<file path="src/rtl/disp_arbiter.sv">
// disp_arbiter
// Time-shares one 8-digit seven-segment display driver among three 32-bit
// sources. Every posted value is latched into a per-source buffer and marked
// pending. The display is granted to one source at a time for at least HOLD+1
// cycles, then rotates round-robin to the next source with a pending value.
//
// Ports
//   clk        system clock
//   rst        synchronous active-high reset
//   req_valid  per-source one-cycle write strobe (bit i = source i)
//   req_data   source i value on [32*i+31:32*i], sampled when req_valid[i]=1
//   disp_data  registered value for the display driver
//   disp_en    registered one-cycle load strobe for the display driver
//   owner      current grant holder 0..2, 2'd3 = no owner yet
//   pend       per-source "unshown value waiting" flags
module disp_arbiter #(
  parameter logic [31:0] HOLD = 32'd49_999_999
) (
  input  logic        clk,
  input  logic        rst,
  input  logic [2:0]  req_valid,
  input  logic [95:0] req_data,
  output logic [31:0] disp_data,
  output logic        disp_en,
  output logic [1:0]  owner,
  output logic [2:0]  pend
);

  typedef enum logic {IDLE = 1'b0, SHOW = 1'b1} state_t;

  state_t      state;
  state_t      state_nxt;
  logic [31:0] buf0;
  logic [31:0] buf1;
  logic [31:0] buf2;
  logic [31:0] cnt;

  // load decision produced by the output logic
  logic        load;
  logic [1:0]  sel;
  logic [1:0]  s1;
  logic [1:0]  s2;

  // next source in round-robin order (mod 3)
  function automatic logic [1:0] next_src(input logic [1:0] s);
    case (s)
      2'd0:    next_src = 2'd1;
      2'd1:    next_src = 2'd2;
      default: next_src = 2'd0;
    endcase
  endfunction

  // pend bit of source s; out-of-range index reads as not pending
  function automatic logic is_pend(input logic [2:0] p, input logic [1:0] s);
    case (s)
      2'd0:    is_pend = p[0];
      2'd1:    is_pend = p[1];
      2'd2:    is_pend = p[2];
      default: is_pend = 1'b0;
    endcase
  endfunction

  // one-hot mask for source s
  function automatic logic [2:0] onehot(input logic [1:0] s);
    case (s)
      2'd0:    onehot = 3'b001;
      2'd1:    onehot = 3'b010;
      2'd2:    onehot = 3'b100;
      default: onehot = 3'b000;
    endcase
  endfunction

  // buffer contents of source s
  function automatic logic [31:0] buf_of(input logic [1:0] s, input logic [31:0] b0,
                                         input logic [31:0] b1, input logic [31:0] b2);
    case (s)
      2'd0:    buf_of = b0;
      2'd1:    buf_of = b1;
      default: buf_of = b2;
    endcase
  endfunction

  // state register
  always_ff @(posedge clk) begin
    if (rst) begin
      state <= IDLE;
    end else begin
      state <= state_nxt;
    end
  end

  // next state: leave IDLE on the first pending value, never return except by reset
  always_comb begin
    state_nxt = state;
    case (state)
      IDLE: begin
        if (pend != 3'b000) begin
          state_nxt = SHOW;
        end else begin
          state_nxt = IDLE;
        end
      end
      SHOW:    state_nxt = SHOW;
      default: state_nxt = IDLE;
    endcase
  end

  // grant decision: which source (if any) is loaded into the display this cycle
  always_comb begin
    load = 1'b0;
    sel  = owner;
    s1   = next_src(owner);
    s2   = next_src(next_src(owner));
    case (state)
      IDLE: begin
        if (pend[0]) begin
          load = 1'b1;
          sel  = 2'd0;
        end else if (pend[1]) begin
          load = 1'b1;
          sel  = 2'd1;
        end else if (pend[2]) begin
          load = 1'b1;
          sel  = 2'd2;
        end else begin
          load = 1'b0;
        end
      end
      SHOW: begin
        if (cnt == HOLD) begin
          // a waiting non-owner takes priority over refreshing the owner
          if (is_pend(pend, s1)) begin
            load = 1'b1;
            sel  = s1;
          end else if (is_pend(pend, s2)) begin
            load = 1'b1;
            sel  = s2;
          end else if (is_pend(pend, owner)) begin
            load = 1'b1;
          end else begin
            load = 1'b0;
          end
        end else if (is_pend(pend, owner)) begin
          load = 1'b1;
        end else begin
          load = 1'b0;
        end
      end
      default: load = 1'b0;
    endcase
  end

  // datapath: buffers, pend flags, hold counter and registered display outputs
  always_ff @(posedge clk) begin
    if (rst) begin
      buf0      <= 32'd0;
      buf1      <= 32'd0;
      buf2      <= 32'd0;
      pend      <= 3'b000;
      cnt       <= 32'd0;
      owner     <= 2'd3;
      disp_data <= 32'd0;
      disp_en   <= 1'b0;
    end else begin
      if (req_valid[0]) buf0 <= req_data[31:0];
      else              buf0 <= buf0;
      if (req_valid[1]) buf1 <= req_data[63:32];
      else              buf1 <= buf1;
      if (req_valid[2]) buf2 <= req_data[95:64];
      else              buf2 <= buf2;

      // set wins over clear on the same edge
      pend    <= (pend & ~(load ? onehot(sel) : 3'b000)) | req_valid;
      disp_en <= load;

      if (load) begin
        disp_data <= buf_of(sel, buf0, buf1, buf2);
        owner     <= sel;
      end else begin
        disp_data <= disp_data;
        owner     <= owner;
      end

      // counter restarts on a new grant only; a refresh keeps it running
      if (load && (state == IDLE || sel != owner)) begin
        cnt <= 32'd0;
      end else if (state == SHOW && cnt < HOLD) begin
        cnt <= cnt + 32'd1;
      end else begin
        cnt <= cnt;
      end
    end
  end

endmodule
</file>
<file path="config.mk">
export PLATFORM = sky130hd
export DESIGN_NAME = disp_arbiter
export DESIGN_NICKNAME = d
export VERILOG_FILES = /design/src/rtl/disp_arbiter.sv
export SDC_FILE = /design/constraint.sdc
export NUM_CORES = 1
export LEC_CHECK = 0
export ABC_AREA = 1
export CORE_UTILIZATION = 53
export CTS_CLUSTER_DIAMETER = 80
export DETAILED_ROUTE_END_ITERATION = 12
export GPL_TIMING_DRIVEN = 0
export PLACE_DENSITY = 0.77
export SLEW_MARGIN = 10
export SYNTH_ARGS = -nofsm -noshare
export SYNTH_HDL_FRONTEND = slang
export SYNTH_SLANG_ARGS = --single-unit
</file>
<file path="constraint.sdc">
create_clock -name clk -period 2.7 [get_ports clk]
set_input_delay 0.405 -clock clk [delete_from_list [all_inputs] [get_ports clk]]
set_output_delay 0.405 -clock clk [all_outputs]
set_load 0.05 [all_outputs]
</file>
* Word level (Yosys, flattened, before mapping) *
Index checks and enable logic that the tools add are counted.

storage, ports and cells
  flip-flop bits (word level) = 167
  latch bits = 0
  output and inout port bits = 38
  memories = 0
  word-level logic and storage cells = 72
  bits of input ports = 101
  RAM bits = 0
  memory bits (read-only) = 0

cells by class
  $mul = 0
  divide/modulo/power cells = 0
  reduce and logical (&&, ||, !) cells = 9
  equal/unequal tests = 10
  mux-type cells = 38
  bitwise gates (word level) = 4
  shift operators = 0
  $add $sub $neg = 1
  $lt $le $gt $ge = 1

operator list
  cell                   count
  $pmux 32 s2            1
  $add 32x1->32 const B  1
  $eq 32x26->1 const B   1
  $lt 32x26->1 const B   1
  $mux 1                 20
  $mux 2                 6
  $pmux 2 s2             3
  $pmux 1 s3             3
  $pmux 3 s3             1
  $eq 2x1->1 const B     4
  $eq 2x2->1 const B     4
  $logic_not 2->1        4
  $mux 3                 2
  $pmux 1 s2             2
  $and 3x3->3            1
  $not 3->3              1
  $or 3x3->3             1
  $reduce_bool 3->1      1
  $logic_and 1x1->1      2
  $ne 2x2->1             1
  $reduce_or 2->1        1
  $logic_or 1x1->1       1
  $not 1->1              1

* Depth between registers and ports, before layout *
  depth in word-level cells = 22
  gate-level depth with buffers = 17
  gate-level depth less buffers = 16

* Worst setup path before layout *
Ideal clock, no wire load.

  path kind = register to register
  from = register owner[0]
  to = register cnt[1]
  arrival time = 2.162 ns
  buffers on the path = 1
  setup slack = 0.414 ns
  cell stages (with the launch flop) = 17
  clock period less this slack = 2.286 ns
  setup time = 0.124 ns
  path through = dfxtp_1 inv_1 nand2_1 nor2_2 nor2_4 nand2_2 nand3_1 nand2_1 nand3_2 nand2_4 nand2_1 nand2_1 nand3_1 nand2_2 nand2_4 buf_8 nor2_4

on the way
  cells in the longest elaborated chain, start to end = 17

RTL lines
  what                                                  line    source
  start, declared                                       25      output logic [1:0] owner,
  start signal, assigned                                178     owner <= sel;
  start signal, assigned                                181     owner <= owner;
  $eq 2x1->1 / $logic_not 2->1 (equally long branches)  46, 55
  $pmux 2 s2                                            46      case (s)
  $eq 2x1->1 / $logic_not 2->1 (equally long branches)  46, 55
  $pmux 2 s2                                            46
  $eq 2x2->1, or another cell as far along              55      case (s)
  $pmux 1 s3                                            55
  $mux 1                                                132     if (is_pend(pend, s1)) begin
  $mux 1                                                130     if (cnt == HOLD) begin
  $mux 1                                                114     case (state)
  $mux 2                                                135     end else if (is_pend(pend, s2)) begin
  $mux 2                                                132
  $mux 2                                                130
  $pmux 2 s2                                            114
  $ne 2x2->1                                            185     if (load && (state == IDLE || sel != owner)) begin
  $logic_or 1x1->1                                      185
  $logic_and 1x1->1 *                                   185
  $reduce_or 2->1 (no source line) *                    --
  end signal, assigned                                  188     cnt <= cnt + 32'd1;
  end signal, assigned                                  190     cnt <= cnt;
  end, declared                                         36      logic [31:0] cnt;

Mark *: on every way between the ends. The rest lies on a longest branch, timed or not. The select of a mux whose other input is x is not followed.
A chain may end at the register's enable or synchronous reset.

* Worst setup path in the final report *
  from = register cnt[0]
  to = register pend[1]

on the way
  cells in the longest elaborated chain, start to end = 10

RTL lines
  what                                      line  source
  $eq 32x26->1 *                            130
  $mux 2                                    130
  $pmux 2 s2                                114
  $eq 2x2->1, or another cell as far along  65    case (s)
  $pmux 3 s3                                65
  $mux 3                                    155   if (rst) begin
  $mux 3 *                                  173   pend <= (pend & ~(load ? onehot(sel) : 3'b000)) | req_valid;
  $not 3->3 *                               173
  $and 3x3->3 *                             173
  $or 3x3->3 *                              173
  end signal, assigned                      173
  end, declared                             26    output logic [2:0] pend

Marked as above.

==> summary.txt <==
Place
  – Area after DPL: 0.009368 mm2
  – Count of buffers from port buffering: between 100 and 150
  – HPWL after detailed placement: 14880 um
  – Placer's final routability congestion estimate: 0.9560

Setup path
  – Critical path class: reg -> reg
  – Slack of the worst reg-to-reg path: just over 300 ps
  – Arrival @ worst endpoint: ~2700 ps
  – Cell repeated most along the worst path: sky130_fd_sc_hd__nand2_1
  – Critical path required time: 2990 ps
  – Cell Chain, Critical Path: ha_1 -> inv_1 -> nor2_4 -> nand3_2 -> nor2_1 -> nand3_1 -> nand2_1 -> nand2_1 -> inv_2 -> buf_2 -> nand2_1 -> nand2_1 -> a21oi_1
  – Reg2reg path depth: 13
  – End of the worst register-to-register path: pend[1]
  – CP max stage delay: around 370 ps
  – Worst-path cell with the longest stage delay: sky130_fd_sc_hd__dfxtp_1
  – RR Startpoint: cnt[0]
  – Capturing element type of the critical path: flop
  – Kind of launch point of the worst setup path: flop
  – Max FO, Critical Path: 10

Pwr
  – Pwr/cell area: 672.9 mW/mm2
  – Portion of total power attributed to the clock network: about 38%
  – Share of power burned in combinational logic: 21.4%
  – Switching part of the total: a little under a third
  – Net Sw Power: slightly above 0.002 W
  – Max VDD drop: 0.0005176 V
  – Static leakage power: about 4.2 nW
  – Portion of total power attributed to sequential cells: 40.9%
  – Internal Power: ~0.0046 W

Routing
  – DR vias/cell: 5.132
  – Number of design-rule violations left by the first detailed-router iteration: 560
  – Detailed-route DRC error count: 0
  – Antenna-violating nets left: 0
  – Routed len/inst: 14.21 um
  – DR pass1 iterations: 6
  – Total number of vias: 7534
  – Total routed wirelength: between 20000 and 25000 um

CTS
  – Clock transition at the register clock pins on the worst setup and hold paths after CTS: roughly 70 ps
  – Root Buffer Master: sky130_fd_sc_hd__clkbuf_16
  – Maximum clock insertion buffer count: 2
  – Clock insertion delay at the later pin of the skew report: between 400 and 500 ps
  – Clock tree from TritonCTS: done
  – Num CTS Buffers: 17
  – Maximum level of the CTS H-tree: 4
  – Number of buffers inserted by hold repair at cts: 0
  – # clock sinks: 167

Floorplan
  – Total core area: 0.01410 mm2
  – # rows: 43
  – Top-Level Pins: 139
  – Die outline height: around 120 um
  – Initial core utilization: 55.13%
  – Floorplan die area: 0.01515 mm2
  – Die W: 123.1 um

Yosys
  – Number of flip-flops and latches in the synthesized netlist: 167
  – Synth Instances: ~1100
  – Proportion of synthesized chip area in sequential cells: 43.02%
  – Mapped Area: 0.007771 mm2
  – Post-Syn Area per Cell: between 6 and 7 um2
  – Warnings from Yosys: 0
  – Number of nets produced by synthesis: between 1000 and 1500
  – Count of different cell masters after synthesis: 30

GRT
  – Antenna violations before repair: 0
  – Largest net degree at the start of global routing: 17
  – Vias in the first global route: 7043
  – Gr ovfl total: 0
  – Global-route wire length before repair: between 30000 and 40000 um
  – Overall fraction of global-route tracks in use: 28.77%

STA
  – Final setup violation count: 0
  – Hold slack final: 451.5 ps
  – Time the worst path needs with I/O delays and setup: 2391 ps
  – Worst clock skew: 8.594 ps
  – Highest attainable clock frequency: 418.2 MHz
  – Setup TNS: 0 ps
  – Max Slew Vio Count: 0
  – RSZ-0062 raised after global routing: false
  – Count of final hold-check violations: 0
  – Worst max-slew margin expressed relative to the limit: 60.32%
  – Slew at the pin with the worst max-slew slack: 595.2 ps
  – Share of the clock period used by the worst path after layout: around 89%

Hold path
  – HP Start: cnt[31]
  – Number of cells on the worst hold path: 2
  – Worst Hold Endpoint: cnt[31]
  – Path category of the worst min-delay check: reg -> reg

Outcome
  – Result of the run: finished, final reports clean

Finish
  – Syn-to-layout area delta: 28.51%
  – End-of-flow core utilization: a little under three quarters
  – Design area: 0.009987 mm2
  – Share of final-layout standard cells stronger than drive strength 1: 8.081%
  – Layout Nets: 1376

Flow run
  – Max cap viols: 0
-- worst max path at each step --
| stage | slack (ps) | cells after the start | end | from |
|---|---|---|---|---|
| 2_1_floorplan | 410 | 16 | cnt[1] | owner[0] |
| 3_3_place_gp | 310 | 14 | disp_data[14] | cnt[0] |
| 3_5_place_dp | 300 | 14 | disp_data[14] | cnt[0] |
| 4_1_cts | 260 | 14 | disp_data[19] | cnt[0] |
| 5_1_grt | 40 | 14 | disp_data[21] | cnt[0] |
| 6_report | 310 | 13 | pend[1] | cnt[0] |
-- logic make-up after synthesis --
kind of cell	Yosys count	share of synthesized area [%]
AND/OR/NAND/NOR	616	35.92
XOR/XNOR	24	2.705
flip-flops	167	43.02
AO/OA/AOI/OAI	149	9.789
adder cells (fa/ha/maj)	1	0.1610
buffers and inverters	161	8.404
-- cells in the mapped netlist --
library cell	number	area, um2
sky130_fd_sc_hd__xor2_1	17	148.9
sky130_fd_sc_hd__nand2_4	3	33.78
sky130_fd_sc_hd__nor2_1	298	1119
sky130_fd_sc_hd__nand4_1	9	56.30
sky130_fd_sc_hd__xnor2_1	7	61.31
sky130_fd_sc_hd__buf_2	12	60.06
sky130_fd_sc_hd__o211ai_1	2	15.01
sky130_fd_sc_hd__nand3b_1	1	7.510
sky130_fd_sc_hd__a21oi_1	36	180.2
sky130_fd_sc_hd__o221ai_1	1	8.760
sky130_fd_sc_hd__a211oi_1	1	7.510
sky130_fd_sc_hd__a21oi_2	1	8.760
sky130_fd_sc_hd__inv_2	3	11.26
sky130_fd_sc_hd__inv_1	101	379.1
sky130_fd_sc_hd__dfxtp_1	167	3343
sky130_fd_sc_hd__nor2_2	2	12.51
sky130_fd_sc_hd__nor2_4	34	382.9
sky130_fd_sc_hd__nor3b_1	1	7.510
sky130_fd_sc_hd__buf_8	3	45.04
sky130_fd_sc_hd__nand2_1	156	585.6
sky130_fd_sc_hd__o21ai_0	107	535.5
sky130_fd_sc_hd__ha_1	1	12.51
sky130_fd_sc_hd__clkbuf_1	41	153.9
sky130_fd_sc_hd__nor3_1	9	45.04
sky130_fd_sc_hd__nor4_1	5	31.28
sky130_fd_sc_hd__clkinv_1	1	3.750
sky130_fd_sc_hd__nand3_1	88	440.4
sky130_fd_sc_hd__nand3_2	2	20.02
sky130_fd_sc_hd__nand2_2	8	50.05
sky130_fd_sc_hd__o21ai_1	1	5.000
-- per-stage QoR --
| stage | cells | total power [W] | setup WS, ps |
|---|---|---|---|
| after floorplan | 1118 | 0.003697 | 414.4 |
| after global placement | 1435 | 0.004207 | 307.4 |
| after detailed placement | 1435 | 0.004219 | 295.0 |
| after CTS | 1467 | 0.006735 | 259.1 |
| after global routing | 1467 | 0.007002 | 35.50 |
| final | 1468 | 0.006720 | 309.1 |
-- power by group through the flow --
stage          logic [W]  clock network (W)  registers (W)
2_1_floorplan   0.000651                  0        0.00305
3_3_place_gp     0.00141                  0        0.00280
3_5_place_dp     0.00142                  0        0.00280
4_1_cts          0.00144            0.00255        0.00275
5_1_grt          0.00156            0.00267        0.00277
6_report         0.00144            0.00253        0.00275
-- critical path, delay by kind of cell (launching register included) --
family | cells | cell delay (ps)
flip-flops | 1 | 370
buffers and inverters | 3 | 630
AO/OA/AOI/OAI | 1 | 50
adder cells (fa/ha/maj) | 1 | 220
AND/OR/NAND/NOR | 8 | 990
-- state kept, by name, summed over array words and instances, names as in the netlist --
signal and count:
pend 3, buf1 32, buf0 32, disp_data 32, cnt 32, buf2 32, disp_en 1, state 1
owner 2
-- routing by layer --
metal  up-vias  track usage [%]  part of all wire, %
li1       3826                -                    -
met1      3411            37.66                   45
met2       267            46.38                   46
met3        30            6.504                  7.0
met4         0            10.54                  1.9
met5         -                0                    0
-- final cells by class --
| class | instances | area, um2 |
|---|---|---|
| Sequential cell | 167 | 3343 |
| Antenna cell | 1 | 2.502 |
| Fill cell | 1224 | 4109 |
| Tap cell | 180 | 225.2 |
| Clock inverter | 14 | 172.7 |
| Multi-Input combinational cell | 790 | 3775 |
| Timing Repair Buffer | 137 | 1371 |
| Buffer | 56 | 264.0 |
| Clock buffer | 18 | 439.2 |
| Inverter | 105 | 394.1 |
-- placed cells by master, fill, tap and decap left out, types with 4 or more instances in the layout --
cell / instances
sky130_fd_sc_hd__a21oi_1: 36
sky130_fd_sc_hd__buf_2: 12
sky130_fd_sc_hd__clkbuf_1: 37
sky130_fd_sc_hd__clkbuf_16: 17
sky130_fd_sc_hd__clkbuf_2: 4
sky130_fd_sc_hd__clkdlybuf4s50_1: 137
sky130_fd_sc_hd__clkinvlp_4: 5
sky130_fd_sc_hd__dfxtp_1: 167
sky130_fd_sc_hd__inv_1: 101
sky130_fd_sc_hd__inv_6: 4
sky130_fd_sc_hd__nand2_1: 156
sky130_fd_sc_hd__nand2_2: 8
sky130_fd_sc_hd__nand3_1: 88
sky130_fd_sc_hd__nand4_1: 9
sky130_fd_sc_hd__nor2_1: 298
sky130_fd_sc_hd__nor2_4: 34
sky130_fd_sc_hd__nor3_1: 9
sky130_fd_sc_hd__nor4_1: 5
sky130_fd_sc_hd__o21ai_0: 107
sky130_fd_sc_hd__xnor2_1: 7
sky130_fd_sc_hd__xor2_1: 17
-- repair_timing --
action / CTS / global route
resized for setup: 0 / 8
hold endpoints to repair: 0 / 0
buffers inserted: 0 / 0
endpoints found under the setup margin: 0 / 6
No activity file was read; power rests on OpenSTA's default activity.
